[src/rtl/serial_add_pkg.sv]
// Shared definitions for the bit-serial adder: FSM state encodings and legal WIDTH bounds.
package serial_add_pkg;

   typedef enum logic {
      ST_IDLE = 1'b0,
      ST_RUN  = 1'b1
   } state_t;

   localparam int WIDTH_MIN = 2;
   localparam int WIDTH_MAX = 32;

   function automatic bit width_ok(input int w);
      return (w >= WIDTH_MIN) && (w <= WIDTH_MAX);
   endfunction

endpackage

[src/rtl/full_add_bit.sv]
// Combinational 1-bit full adder assembled from two half adders and an OR.
module full_add_bit (
   input  logic a,
   input  logic b,
   input  logic cin,
   output logic sum,
   output logic cout
);

   logic hs1, hc1, hc2;

   assign hs1  = a ^ b;
   assign hc1  = a & b;
   assign sum  = hs1 ^ cin;
   assign hc2  = hs1 & cin;
   assign cout = hc1 | hc2;

endmodule

[src/rtl/serial_add_param.sv]
// Bit-serial WIDTH-bit adder: one bit per clock through a single full-adder cell.
// Optional subtract mode is enabled by defining SERIAL_ADD_SUB_EN (adds port sub).
module serial_add_param
   import serial_add_pkg::*;
#(
   parameter int WIDTH = 8,
   parameter int CNT_W = $clog2(WIDTH)
) (
   input  logic             clk,
   input  logic             rst,
   input  logic             start,
`ifdef SERIAL_ADD_SUB_EN
   input  logic             sub,
`endif
   input  logic [WIDTH-1:0] a,
   input  logic [WIDTH-1:0] b,
   output logic             busy,
   output logic             done,
   output logic [WIDTH-1:0] sum,
   output logic             carry
);

   generate
      if (!width_ok(WIDTH)) begin : g_bad_width
         $error("serial_add_param: WIDTH out of range 2..32");
      end
   endgenerate

   localparam logic [CNT_W-1:0] LAST = CNT_W'(WIDTH - 1);

   state_t           state, state_n;
   logic [CNT_W-1:0] cnt;
   logic [WIDTH-1:0] a_r, b_r;
   logic             c_r;
   logic             load, step, finish;
   logic             sub_en;
   logic             fa_s, fa_c;

`ifdef SERIAL_ADD_SUB_EN
   assign sub_en = sub;
`else
   assign sub_en = 1'b0;
`endif

   full_add_bit u_fa (
      .a    (a_r[0]),
      .b    (b_r[0]),
      .cin  (c_r),
      .sum  (fa_s),
      .cout (fa_c)
   );

   always_ff @(posedge clk) begin
      if (rst) state <= ST_IDLE;
      else     state <= state_n;
   end

   always_comb begin
      state_n = state;
      load    = 1'b0;
      step    = 1'b0;
      finish  = 1'b0;
      case (state)
         ST_IDLE: begin
            if (start) begin
               state_n = ST_RUN;
               load    = 1'b1;
            end
         end
         ST_RUN: begin
            step = 1'b1;
            if (cnt == LAST) begin
               state_n = ST_IDLE;
               finish  = 1'b1;
            end
         end
         default: state_n = ST_IDLE;
      endcase
   end

   assign busy = (state == ST_RUN);

   // Operand shift registers need no reset: they are always loaded before use.
   always_ff @(posedge clk) begin
      if (load) begin
         a_r <= a;
         b_r <= b ^ {WIDTH{sub_en}};
      end else if (step) begin
         a_r <= a_r >> 1;
         b_r <= b_r >> 1;
      end
   end

   always_ff @(posedge clk) begin
      if (rst) begin
         done  <= 1'b0;
         sum   <= '0;
         carry <= 1'b0;
         cnt   <= '0;
         c_r   <= 1'b0;
      end else begin
         done <= finish;
         if (load) begin
            c_r <= sub_en;
            cnt <= '0;
         end else if (step) begin
            // Sum fills from the MSB side so bit 0 lands at position 0 after WIDTH shifts.
            sum <= {fa_s, sum[WIDTH-1:1]};
            c_r <= fa_c;
            cnt <= finish ? '0 : cnt + 1'b1;
            if (finish) carry <= fa_c;
         end
      end
   end

endmodule

[config.mk]
export PLATFORM = sky130hd
export DESIGN_NAME = serial_add_param
export DESIGN_NICKNAME = d
export VERILOG_FILES = /design/src/rtl/serial_add_pkg.sv /design/src/rtl/full_add_bit.sv /design/src/rtl/serial_add_param.sv
export SDC_FILE = /design/constraint.sdc
export NUM_CORES = 1
export LEC_CHECK = 0
export ABC_AREA = 1
export BUFFER_PORTS_ARGS = -buffer_cell sky130_fd_sc_hd__buf_2
export CAP_MARGIN = 20
export CORE_ASPECT_RATIO = 0.6
export CORE_MARGIN = 1
export CORE_UTILIZATION = 52
export CTS_CLUSTER_SIZE = 10
export DETAILED_ROUTE_END_ITERATION = 8
export PLACE_DENSITY = 0.77
export SLEW_MARGIN = 15
export SYNTH_ARGS = -nofsm -noshare
export SYNTH_HDL_FRONTEND = slang
export SYNTH_SLANG_ARGS = --single-unit
[constraint.sdc]
create_clock -name clk -period 1.4 [get_ports clk]
set_clock_uncertainty 0.15 [all_clocks]
set_input_delay 0.21 -clock clk [delete_from_list [all_inputs] [get_ports clk]]
set_output_delay 0.21 -clock clk [all_outputs]
set_load 0.02 [all_outputs]
Yosys cells after proc, flatten, opt, wreduce, memory -nomap -nowiden
Index checks and enable logic that the tools add are counted.

Reduce and logical (&&, ||, !) cells: 4. Eq/ne operators: 1. Bitwise logic cells: 7. Multiplexer cells: 12. Add/sub/neg operators: 1.

Operators by type and width (number): $mux 8 (4); $mux 1 (6); $add 3x1->3 const B (1); $eq 3x3->1 const B (1); $mux 3 (1); $reduce_and 3->1 (1); $and 1x1->1 (2); $not 1->1 (2); $pmux 1 s2 (1); $reduce_and 2->1 (1); $reduce_bool 2->1 (1); $reduce_or 2->1 (1); $xor 1x1->1 (2); $or 1x1->1 (1).

Register bits: 31. Word-level logic and storage cells: 33. Output and inout bits: 11.

Logic depth before layout (Yosys ltp)
Word-level depth: 4. Depth in mapped cells: 6. Depth with buffers taken out: 6.

Hierarchy
A second synthesis with hierarchy kept.

Cells, all modules: 138. Area total of the unflattened synthesis: 1331.3 µm².

Modules (own cells, without submodules): serial_add_param (sequential area each 780.7 µm², cells each 137, times used 1, area each 1311.3 µm²); full_add_bit (sequential area each 0.0 µm², cells each 1, times used 1, area each 20.0 µm²).

Worst setup path after synthesis
Ideal clock, no wire load.

Path type: register to register. From: reg state (netlist: busy). To: reg a_r[0] (enable). Library setup time: 0.291 ns. Period minus slack after synthesis: 1.390 ns. Path slack: 0.010 ns. Data arrival time: 0.949 ns. Path buffers: 1. Cell stages (with the launch flop): 3. Cells stage by stage: dfxtp_1 buf_6 or2_2.

Word-level cells in the longest chain between the ends: 2. Elaborated cells on any way between the ends: 3. Those cells by class: mux: 2; reduce/logical: 1.

Ends and longest elaborated chain: start: declaration (line serial_add_param.sv:31) `state_t state, state_n;`; start signal: assignment (line serial_add_param.sv:55) `else state <= state_n;`; $mux 1 (line serial_add_param.sv:63) `case (state)`; $reduce_bool 2->1 (no line) *; end signal: assignment (line serial_add_param.sv:89) `a_r <= a_r >> 1;`; end: declaration (line serial_add_param.sv:33) `logic [WIDTH-1:0] a_r, b_r;`.

Every way passes the cells marked *; elsewhere a longest branch is shown, timed or not. A chain may end at the register's enable or synchronous reset.

Worst setup path after layout
From: reg state (netlist: busy). To: out busy.

RTL lines: end: declaration (line serial_add_param.sv:17) `output logic busy,`.

No word-level cell between the ends.

==> flow_summary.rst <==
.. list-table::
   :header-rows: 1

   * - Metric
     - Value
   * - CTS H-tree lvls
     - 2
   * - Number of buffers inserted during clock tree synthesis
     - 5
   * - Post-Synth XOR/XNOR Area
     - 0%
   * - Count of final max-slew check failures
     - 0
   * - Clk Tree Root Cell
     - sky130_fd_sc_hd__clkbuf_8
   * - Achievable Freq
     - 0.7374 GHz
   * - Residual DRC count
     - 0
   * - Net count of the finished layout
     - 193
   * - Number of antenna repair diodes
     - 0
   * - Average via count per standard cell
     - 4.985
   * - WP data arrival
     - 1.00 ns
   * - Synth warn
     - 0
   * - Starting density of the core
     - 58.05%
   * - Total via count in the routed design
     - 1,007
   * - Max-cap violations
     - 0
   * - Antenna violations before repair
     - 0
   * - Layout Cell Area excl Fill
     - 0.001600 mm^2
   * - Min-Delay Path Class
     - input port to flop
   * - Number of antenna-violating nets in the routed design
     - 0
   * - Weighted congestion at the end of routability-driven global placement
     - 0.7575
   * - Fin crit share
     - 96.87%
   * - Syn_nets
     - 160
   * - TritonCTS clock tree
     - yes
   * - Ratio of total power to cell area
     - 1392 mW/mm^2
   * - Capturing element type of the critical path
     - primary output
   * - Synth Area in Simple Gates
     - 25.00%
   * - Largest voltage drop on the vdd net
     - 0.8556 mV
   * - Number of I/O port buffers
     - 29
   * - Sequential fraction of the synthesis area
     - 58.65%
   * - Half-perimeter wire length after placement
     - 1.704 mm
   * - CTS sink cnt
     - 31
   * - Clock-pin slew on the worst setup and hold paths
     - 0.07 ns
   * - Complex-gate fraction of the synthesized area
     - 5.733%
   * - All-layer global routing usage
     - 21.53%
   * - Wire length of the first global-routing pass
     - 3.967 mm
   * - Proportion of layout cells with a drive suffix above 1
     - 26.74%
   * - Final-report hold violation count
     - 0
   * - Unrepaired setup endpoints after global routing
     - false
   * - Count of boundary I/O pins
     - 30
   * - X dimension of the die
     - 67.32 um
   * - Startpoint type of the worst setup path
     - flop
   * - Slew of the pin with the lowest slew margin
     - 0.3994 ns
   * - Core area
     - 0.002293 mm^2
   * - Clk_lat worst skew
     - 0.29 ns
   * - Largest family of logic cells by synthesized area
     - simple AND/OR/NAND/NOR gates
   * - Final min period
     - 1.356 ns
   * - Wire per inst
     - 12.76 um
   * - Path type of the worst setup path
     - flop to primary output
   * - Leading cell type in the layout, fill and taps excluded
     - sky130_fd_sc_hd__nand2_1
   * - Distinct cell type count of the synthesized netlist
     - 20
   * - Crit path max fanout
     - 12
   * - Post-CTS Setup Inserts
     - 0
   * - Highest-count cells in the layout ignoring fill and taps
     - 39 x sky130_fd_sc_hd__nand2_1, 29 x sky130_fd_sc_hd__buf_2, 20 x sky130_fd_sc_hd__nor2_1
   * - #FFs+latches synth
     - 31
   * - Wire length reported by the detailed router
     - 2.577 mm
   * - Pin count of the biggest net entering global routing
     - 20
   * - Drt first-iter violations
     - 72
   * - Netlist area before placement
     - 0.001331 mm^2
   * - Synth-to-layout area growth
     - 20.21%
   * - Required arrival time at the worst endpoint
     - 1.04 ns
   * - Post-Synthesis Cells
     - 138
   * - Floorplan die height
     - 41.20 um
   * - Adder-Cell Fraction of Synth Area
     - 3.383%
   * - Setup TNS
     - 0 ns
   * - Synthesized area divided by synthesized cell count
     - 9.647 um^2
   * - Die outline area
     - 0.002773 mm^2
   * - Run status
     - completed
   * - FP Rows
     - 13
   * - Leakage dissipation
     - 0.7641 nW
   * - Clock Path Buffers
     - 2
   * - Pre-antenna DRT Iters
     - 4
   * - Placed instance area
     - 0.001474 mm^2
   * - Multiplexer area fraction after synthesis
     - 0%
   * - Finish-stage setup viols
     - 0
   * - Vias in the first global route
     - 878
   * - Max-slew headroom
     - 73.37%
   * - Total congestion overflow after global routing
     - 0
==> what timing repair did <==
action                                 4_1_cts  5_1_grt
setup endpoints to repair                    0        2
gates resized for setup                      0        1
endpoints found under the hold margin        1        0
hold buffers                                 1        0
==> logic make-up after synthesis <==
group | Yosys count
AO/OA/AOI/OAI | 13
AND/OR/NAND/NOR | 78
adder cells (fa/ha/maj) | 3
buffers and inverters | 13
flip-flops | 31
==> sequential cells by signal, indices dropped and copies added, names as in the netlist <==
name,cells
a_r,8
b_r,8
sum,8
cnt,3
busy,1
c_r,1
carry,1
done,1
==> cell usage after synthesis <==
master / n / area share, %
sky130_fd_sc_hd__a21oi_4: 1 / 1.2
sky130_fd_sc_hd__buf_2: 2 / 0.75
sky130_fd_sc_hd__or2_2: 1 / 0.47
sky130_fd_sc_hd__nand3_1: 17 / 6.4
sky130_fd_sc_hd__inv_1: 3 / 0.85
sky130_fd_sc_hd__fa_1: 1 / 1.5
sky130_fd_sc_hd__nand2_1: 39 / 11
sky130_fd_sc_hd__a21oi_1: 4 / 1.5
sky130_fd_sc_hd__buf_6: 2 / 1.7
sky130_fd_sc_hd__buf_8: 1 / 1.1
sky130_fd_sc_hd__o21ai_1: 1 / 0.38
sky130_fd_sc_hd__ha_1: 2 / 1.9
sky130_fd_sc_hd__buf_4: 3 / 1.7
sky130_fd_sc_hd__edfxtp_1: 16 / 36
sky130_fd_sc_hd__nand2_8: 1 / 1.5
sky130_fd_sc_hd__inv_2: 1 / 0.28
sky130_fd_sc_hd__inv_8: 1 / 0.85
sky130_fd_sc_hd__dfxtp_1: 15 / 23
sky130_fd_sc_hd__nor2_1: 20 / 5.6
sky130_fd_sc_hd__o21ai_0: 7 / 2.6
==> through the flow <==
stage	total power, mW	hold WS (ns)	util (%)	instances	setup WS (ns)
floorplan	1.311	0.1204	-	138	0.009851
global placement	1.374	0.2800	64.27	193	0.1428
detailed placement	1.390	0.2861	64.27	193	0.1028
CTS	2.231	0.06951	69.61	202	0.003440
global route	2.317	0.06936	69.78	202	0.004683
finish	2.228	0.06527	69.78	202	0.04380
==> worst paths after layout <==
check,start,endpoint,slack (ns),depth (start not counted)
setup / recovery,busy,busy,0.04,2
setup reg to reg,b_r[0],sum[7],0.12,3
hold / removal,b[7],b_r[7],0.07,3
hold reg to reg,cnt[2],cnt[2],0.32,2
==> critical path: stages, from the launching register on <==
cell,delay (ns)
sky130_fd_sc_hd__dfxtp_1,0.36
sky130_fd_sc_hd__buf_6,0.17
sky130_fd_sc_hd__buf_2,0.18
==> cell type report <==
| type | instances | area, um^2 |
|---|---|---|
| Clock buffer | 7 | 107.6 |
| Clock inverter | 1 | 5.005 |
| Fill cell | 170 | 693.2 |
| Inverter | 5 | 26.28 |
| Multi-Input combinational cell | 94 | 454.2 |
| Sequential cell | 31 | 780.7 |
| Tap cell | 30 | 37.54 |
| Timing Repair Buffer | 34 | 188.9 |
==> power by group <==
group          internal, mW  switching, mW
sequential             1.06         0.0333
combinational         0.105          0.177
clock                 0.504          0.352
==> per-layer routing <==
metal | track usage [%] | part of all wire, % | up-vias
met5 | 0 | 0 | -
met4 | 6.383 | 0.93 | 0
met3 | 9.167 | 4.3 | 5
met2 | 35.75 | 45 | 21
met1 | 26.07 | 49 | 461
li1 | - | - | 520
No activity file was read; power rests on OpenSTA's default activity.
